--- src/rtl/uart_receive.sv ---
// UART receiver: synchronises the async line, samples each symbol once at a
// fixed offset from the start edge, and strobes the word or a framing error.
module uart_receive #(
  parameter int D_WIDTH      = 11,
  parameter int CLKS_PER_BIT = 1,
  parameter int SYNC_STAGES  = 2
) (
  input  logic               clk,
  input  logic               rst,
  input  logic               rx,
  output logic [D_WIDTH-1:0] rx_data,
  output logic               rx_valid,
  output logic               rx_err,
  output logic               rx_busy
);

  localparam int OFF = (CLKS_PER_BIT - 1) / 2;
  localparam int CW  = $clog2(CLKS_PER_BIT + 1);
  localparam int IW  = (D_WIDTH > 1) ? $clog2(D_WIDTH) : 1;

  localparam logic [CW-1:0] CNT_ONE  = CW'(1);
  localparam logic [CW-1:0] CNT_N    = CW'(CLKS_PER_BIT);
  localparam logic [CW-1:0] CNT_OFF  = CW'(OFF);
  localparam logic [IW-1:0] IDX_LAST = IW'(D_WIDTH - 1);

  typedef enum logic [2:0] {IDLE, START, DATA, STOP, BREAK} state_t;

  state_t             state, state_nxt;
  logic [SYNC_STAGES-1:0] sync_q;
  logic               rx_s;
  logic [CW-1:0]      cnt;
  logic [IW-1:0]      idx;
  logic [D_WIDTH-1:0] shreg;
  logic               tick, at_off, last_bit;
  logic               take_bit, take_stop;

  // Synchroniser resets to the idle level so reset never fakes a start edge.
  always_ff @(posedge clk) begin
    if (rst) begin
      sync_q <= '1;
    end else begin
      sync_q[0] <= rx;
      for (int i = 1; i < SYNC_STAGES; i++) sync_q[i] <= sync_q[i-1];
    end
  end

  assign rx_s     = sync_q[SYNC_STAGES-1];
  assign tick     = (cnt == CNT_N);
  assign at_off   = (cnt == CNT_OFF);
  assign last_bit = (idx == IDX_LAST);

  always_ff @(posedge clk) begin
    if (rst) state <= IDLE;
    else     state <= state_nxt;
  end

  // With OFF==0 the edge cycle doubles as the start sample, so START is skipped.
  always_comb begin
    state_nxt = state;
    case (state)
      IDLE:    if (!rx_s) state_nxt = (OFF == 0) ? DATA : START;
      START:   if (at_off) state_nxt = rx_s ? IDLE : DATA;
      DATA:    if (tick && last_bit) state_nxt = STOP;
      STOP:    if (tick) state_nxt = rx_s ? IDLE : BREAK;
      BREAK:   if (rx_s) state_nxt = IDLE;
      default: state_nxt = IDLE;
    endcase
  end

  always_comb begin
    rx_busy   = 1'b0;
    take_bit  = 1'b0;
    take_stop = 1'b0;
    case (state)
      START: rx_busy = 1'b1;
      DATA: begin
        rx_busy  = 1'b1;
        take_bit = tick;
      end
      STOP: begin
        rx_busy   = 1'b1;
        take_stop = tick;
      end
      default: ;
    endcase
  end

  // cnt holds cycles since the last sample point; it restarts at 1 on each sample.
  always_ff @(posedge clk) begin
    if (rst) begin
      cnt      <= CNT_ONE;
      idx      <= '0;
      shreg    <= '0;
      rx_data  <= '0;
      rx_valid <= 1'b0;
      rx_err   <= 1'b0;
    end else begin
      rx_valid <= take_stop && rx_s;
      rx_err   <= take_stop && !rx_s;
      if (take_stop) rx_data <= shreg;
      if (take_bit)  shreg[idx] <= rx_s;

      case (state)
        START:       cnt <= at_off ? CNT_ONE : cnt + CNT_ONE;
        DATA, STOP:  cnt <= tick ? CNT_ONE : cnt + CNT_ONE;
        default:     cnt <= CNT_ONE;
      endcase

      if (state == IDLE)  idx <= '0;
      else if (take_bit)  idx <= last_bit ? '0 : idx + IW'(1);
    end
  end

endmodule

--- config.mk ---
export PLATFORM = sky130hd
export DESIGN_NAME = uart_receive
export DESIGN_NICKNAME = d
export VERILOG_FILES = /design/src/rtl/uart_receive.sv
export SDC_FILE = /design/constraint.sdc
export NUM_CORES = 1
export LEC_CHECK = 0
export BUFFER_PORTS_ARGS = -buffer_cell sky130_fd_sc_hd__buf_2
export CAP_MARGIN = 20
export CORE_ASPECT_RATIO = 0.7
export CORE_UTILIZATION = 40
export DETAILED_ROUTE_END_ITERATION = 10
export PLACE_DENSITY = 0.64
export SYNTH_ARGS = -nofsm -noshare
export SYNTH_HDL_FRONTEND = slang
export SYNTH_SLANG_ARGS = --single-unit
--- constraint.sdc ---
create_clock -name clk -period 2.8 [get_ports clk]
set_input_delay 0.14 -clock clk [delete_from_list [all_inputs] [get_ports clk]]
set_output_delay 0.14 -clock clk [all_outputs]
set_load 0.01 [all_outputs]
; ---- Word-level counts from Yosys, hierarchy flattened
; Index checks and enable logic that the tools add are counted.
[totals]
regBits = 34
input_bits = 3
out_inout_bits = 14
wordCells = 50
[op_classes]
add_sub_neg = 2
n_lt_le_gt_ge = 2
n_eq_ne = 10
mux = 18
reduce_logical = 10
[ops]
columns = op, count
row1 = two-way mux 3 bit, 6
row2 = one-hot mux 3 bit (5 select lines), 1
row3 = bitwise mux 11 bit, 1
row4 = "!= test 2 bit, second input constant", 5
row5 = "equality test 3 x 2 -> 1 bit, second input constant", 2
row6 = two-way mux 1 bit, 6
row7 = "< comparator 4 x 5 -> 1 bit, second input constant", 1
row8 = AND reduction 5 bit, 1
row9 = "adder 4 x 1 -> 4 bit, second input constant", 1
row10 = demux 1 bit (select 4 bit), 1
row11 = "equality test 4 bit, second input constant", 1
row12 = "greater-or-equal comparator 4 x 1 -> 1 bit, second input constant", 1
row13 = logical AND 1 bit, 4
row14 = two-way mux 4 bit, 1
row15 = OR reduction 2 bit, 2
row16 = "equality test 3 x 1 -> 1 bit, second input constant", 1
row17 = "equality test 3 bit, second input constant", 1
row18 = zero test 3 bit, 1
row19 = OR reduction 3 bit, 1
row20 = two-way mux 2 bit, 1
row21 = one-hot mux 1 bit (2 select lines), 1
row22 = "adder 1 bit, second input constant", 1
row23 = zero test 1 bit, 1

; ---- Longest topological paths before layout
[logic_depth]
depth_word = 5
depth_mapped = 6

; ---- Worst setup path before layout
; Ideal clock, no wire load.
[synth_path]
path_type = reg2reg
start = reg state[1]
end = reg shreg[0]
setup_ps = 128
t_arrival_ps = 1122
path_slack_ps = 1550
path_stages_with_launch = 6
synth_period_minus_slack_ps = 1250
cell_sequence = dfxtp_1 -> buf_2 -> nand4bb_4 -> nor4b_4 -> mux2i_1 -> nor2_1
[synth_via]
elab_chain_cells = 2
[synth_lines]
columns = element, line_no
row1 = from (decl), 28  ; state_t state, state_nxt;
row2 = from (signal assigned), 54  ; else state <= state_nxt;
row3 = equality test 3 x 2 -> 1 bit, 74  ; case (state)
row4 = two-way mux 1 bit, 74
row5 = "to (signal, indexed assignment)", 101  ; if (take_bit) shreg[idx] <= rx_s;
row6 = to (decl), 33  ; logic [D_WIDTH-1:0] shreg;
; Every way passes these cells.
; A chain may end at the register's enable or synchronous reset.

; ---- Final worst setup path
[layout_path]
start = reg state[1]
end = reg shreg[2]
; The elaborated chain is that of the path after synthesis.

==> flow_metrics.tcl <==
set metrics [dict create \
    yosys.cell_types.count 33 \
    critical_path_fanout_max 10 \
    fp.dieH_um 52.0 \
    floorplan.rows 17 \
    maximum_number_of_pins_on_one_net_before_global_route_repair 32 \
    cts_max_level 2 \
    clk_pin_slew_ns 0.07 \
    core_area_um2 3280 \
    crit_path_start "state[1]$_SDFFE_PP0P_" \
    diodes 0 \
    worst_hold_path_class "primary input to register" \
    drt_first_iter_violations 46 \
    synth-seq-area-share_pct 47.6 \
    ys.flop_type "sky130_fd_sc_hd__dfxtp_1" \
    worst_setup_path_start_kind "register" \
    critical_path.slowest_cell "sky130_fd_sc_hd__dfxtp_1" \
    start_util_pct 43.6 \
    timing.final.hold_violations 0 \
    run_status "complete, no violations" \
    slew-limit-headroom_pct 54.6 \
    overflow 0 \
    insertion_delay_ns 0.29 \
    yosys_warnings 0 \
    synthesis.area_um2 1430 \
    cp_data_arrival_time_ns 1.76 \
    syn_inst 152 \
    dieWidth_um 73.4 \
    grt_pass1_wl_mm 4.17 \
    synth_enable_flop_cells 0 \
    slew_at_the_pin_closest_to_its_max_slew_limit_ns 0.679 \
    synth-seq-cells 34 \
    final_nets 167 \
    postRouteAntennaNets 0 \
    clock-skew-final_ns 0.00291 \
    dr.pass1.iters 4 \
    grt_antenna_before_repair 0 \
    cts_hold_repair.buffers 0 \
    hold_slack_ns 0.0284 \
    first_global_vias 878 \
    cellPowerDensity_nw_per_um2 558 \
    place.port_buffers 16 \
    cts.sink_count 34 \
    clock.fmax_mhz 625 \
    post_route_cells_drive_above_1_share_pct 20.0 \
    cts_resized 0 \
    ys_async_sr_fraction_pct 0 \
    placed_cells 204 \
    post_cts_buffers 0 \
    design.portCount 17 \
    worst_setup_path_end_kind "register" \
    crit_chain "and4bb_1, nand4b_1, mux2i_1, nor2_1" \
    min_period_over_period_pct 57.2 \
    fin_cells 212 \
    globalplace.congestion 0.765 \
    routed_via_density 5.02 \
    die_area_um2 3820 \
    drc_errors 0 \
    rsz0062_at_grt "false" \
    vias 1064 \
    leakage_nw 0.663 \
    root_buffer "sky130_fd_sc_hd__clkbuf_8" \
    finalWorstPathRequiredPeriod_ns 1.60 \
    synth.avg_cell_area_um2 9.40 \
    max-clock-path-buffers 2 \
    hpwl_mm 1.72 \
    routedWlPerCell_um 12.3 \
    setup_tns_ns 0 \
    timing_worst_setup_path_type "register to register" \
    maximum_single_stage_delay_on_the_critical_path_ns 0.51 \
    drv_slew 0 \
    vdd_ir_drop_max_mv 0.388 \
    worst_hold_startpoint "rx" \
    layout.filler_cells 331 \
    setup_viol_count_final 0 \
    total_wirelength_of_the_detailed_routed_design_mm 2.60 \
    cts_made_buffers 5 \
    track_usage_pct 15.5 \
    crit_required_ns 2.96 \
    syn_nets 155 \
    drv.max_cap_violation_count 0 \
    tritoncts_clock_tree "built" \
    reg2reg_from "state[1]$_SDFFE_PP0P_" \
    synthToLayoutAreaGrowth_pct 11.7 \
]
==> area by class of cell <==
cell class	instances	area, um2	area share (%)
Sequential cell	34	681	42.6
Multi-Input combinational cell	106	678	42.5
Clock buffer	6	82.6	5.17
Timing Repair Buffer	16	80.1	5.02
Tap cell	47	58.8	3.68
Clock inverter	2	12.5	0.784
Inverter	1	3.75	0.235
==> metrics by stage <==
| stage | area (um2) | total power [mW] | util, % | setup slack (ns) |
|---|---|---|---|---|
| finish | 1600 | 0.891 | 48.7 | 1.20 |
| global route | 1600 | 0.923 | 48.7 | 1.10 |
| CTS | 1600 | 0.902 | 48.7 | 1.20 |
| detailed placement | 1500 | 0.528 | 45.8 | 1.22 |
| global placement | 1500 | 0.527 | 45.8 | 1.27 |
| floorplan | 1430 | 0.523 | - | 1.55 |
==> cell usage after synthesis (all sizes together), types with 2 or more instances <==
| master | count | area (um2) |
|---|---|---|
| nor4b | 2 | 47.6 |
| nand2 | 23 | 86.3 |
| nor2b | 2 | 12.5 |
| clkbuf | 6 | 27.5 |
| mux2i | 11 | 110 |
| buf | 5 | 38.8 |
| and2b | 2 | 15.0 |
| dfxtp | 34 | 681 |
| nor3 | 4 | 20.0 |
| o21ai | 3 | 15.0 |
| a21oi | 14 | 70.1 |
| nand4 | 2 | 18.8 |
| nor2 | 20 | 75.1 |
| or2 | 3 | 18.8 |
| xor2 | 2 | 17.5 |
| nand4b | 5 | 58.8 |
| nand3 | 4 | 20.0 |
==> layer usage <==
| layer | wire, um | GRT usage, % | part of all wire (%) |
|---|---|---|---|
| met2 | 1050 | 19.3 | 40 |
| met4 | 36 | 7.05 | 1.4 |
| met1 | 1360 | 21.5 | 52 |
| met5 | 0 | 0 | 0 |
| met3 | 152 | 8.14 | 5.8 |
==> flip-flops by register name, indices dropped and copies added, names as in the netlist <==
| register | cells |
|---|---|
| rx_data | 11 |
| rx_err | 1 |
| idx | 4 |
| cnt | 1 |
| rx_valid | 1 |
| state | 3 |
| shreg | 11 |
| sync_q | 2 |
==> critical path, delay by kind of cell (launching register included) <==
family           cells  cell delay, ns
and+or+nand+nor      3            0.76
DFF                  1            0.51
muxes                1            0.20
==> worst paths after layout <==
check	to	slack, ns	cells after the start
setup / recovery	shreg[2]$_SDFFE_PP0P_	1.20	4
hold / removal	sync_q[0]$_SDFF_PP1_	0.03	2
setup reg to reg	shreg[2]$_SDFFE_PP0P_	1.20	4
hold reg to reg	sync_q[1]$_SDFF_PP1_	0.41	1
==> where the power goes <==
group          switching, mW  internal [mW]  total, mW
registers            0.00538          0.487      0.492
logic                 0.0159        0.00881     0.0247
clock network          0.177          0.197      0.375
==> cells in the final DEF, fill, tap and decap left out, drive strengths merged, types with 2 or more instances in the layout <==
| cell type | netlist | routed |
|---|---|---|
| nand4 | 2 | 2 |
| xor2 | 2 | 2 |
| clkbuf | 6 | 6 |
| nand4b | 5 | 5 |
| a21oi | 14 | 14 |
| and2b | 2 | 2 |
| buf | 5 | 16 |
| nand2 | 23 | 23 |
| mux2i | 11 | 11 |
| nor3 | 4 | 4 |
| nand3 | 4 | 4 |
| nor2b | 2 | 2 |
| dfxtp | 34 | 34 |
| nor4b | 2 | 2 |
| nor2 | 20 | 20 |
| o21ai | 3 | 3 |
| or2 | 3 | 3 |
==> kinds of logic (layout without fill, tap and decap cells) <==
family / count (synthesis) / in the layout / synth area share [%]
flops: 34 / 34 / 47.6
compound gates: 21 / 21 / 8.06
mux: 11 / 11 / 7.71
simple gates: 72 / 72 / 30.5
buf+inv: 12 / 25 / 4.90
xor+xnor: 2 / 2 / 1.23
Note: power is estimated with default switching activity, not from simulation.
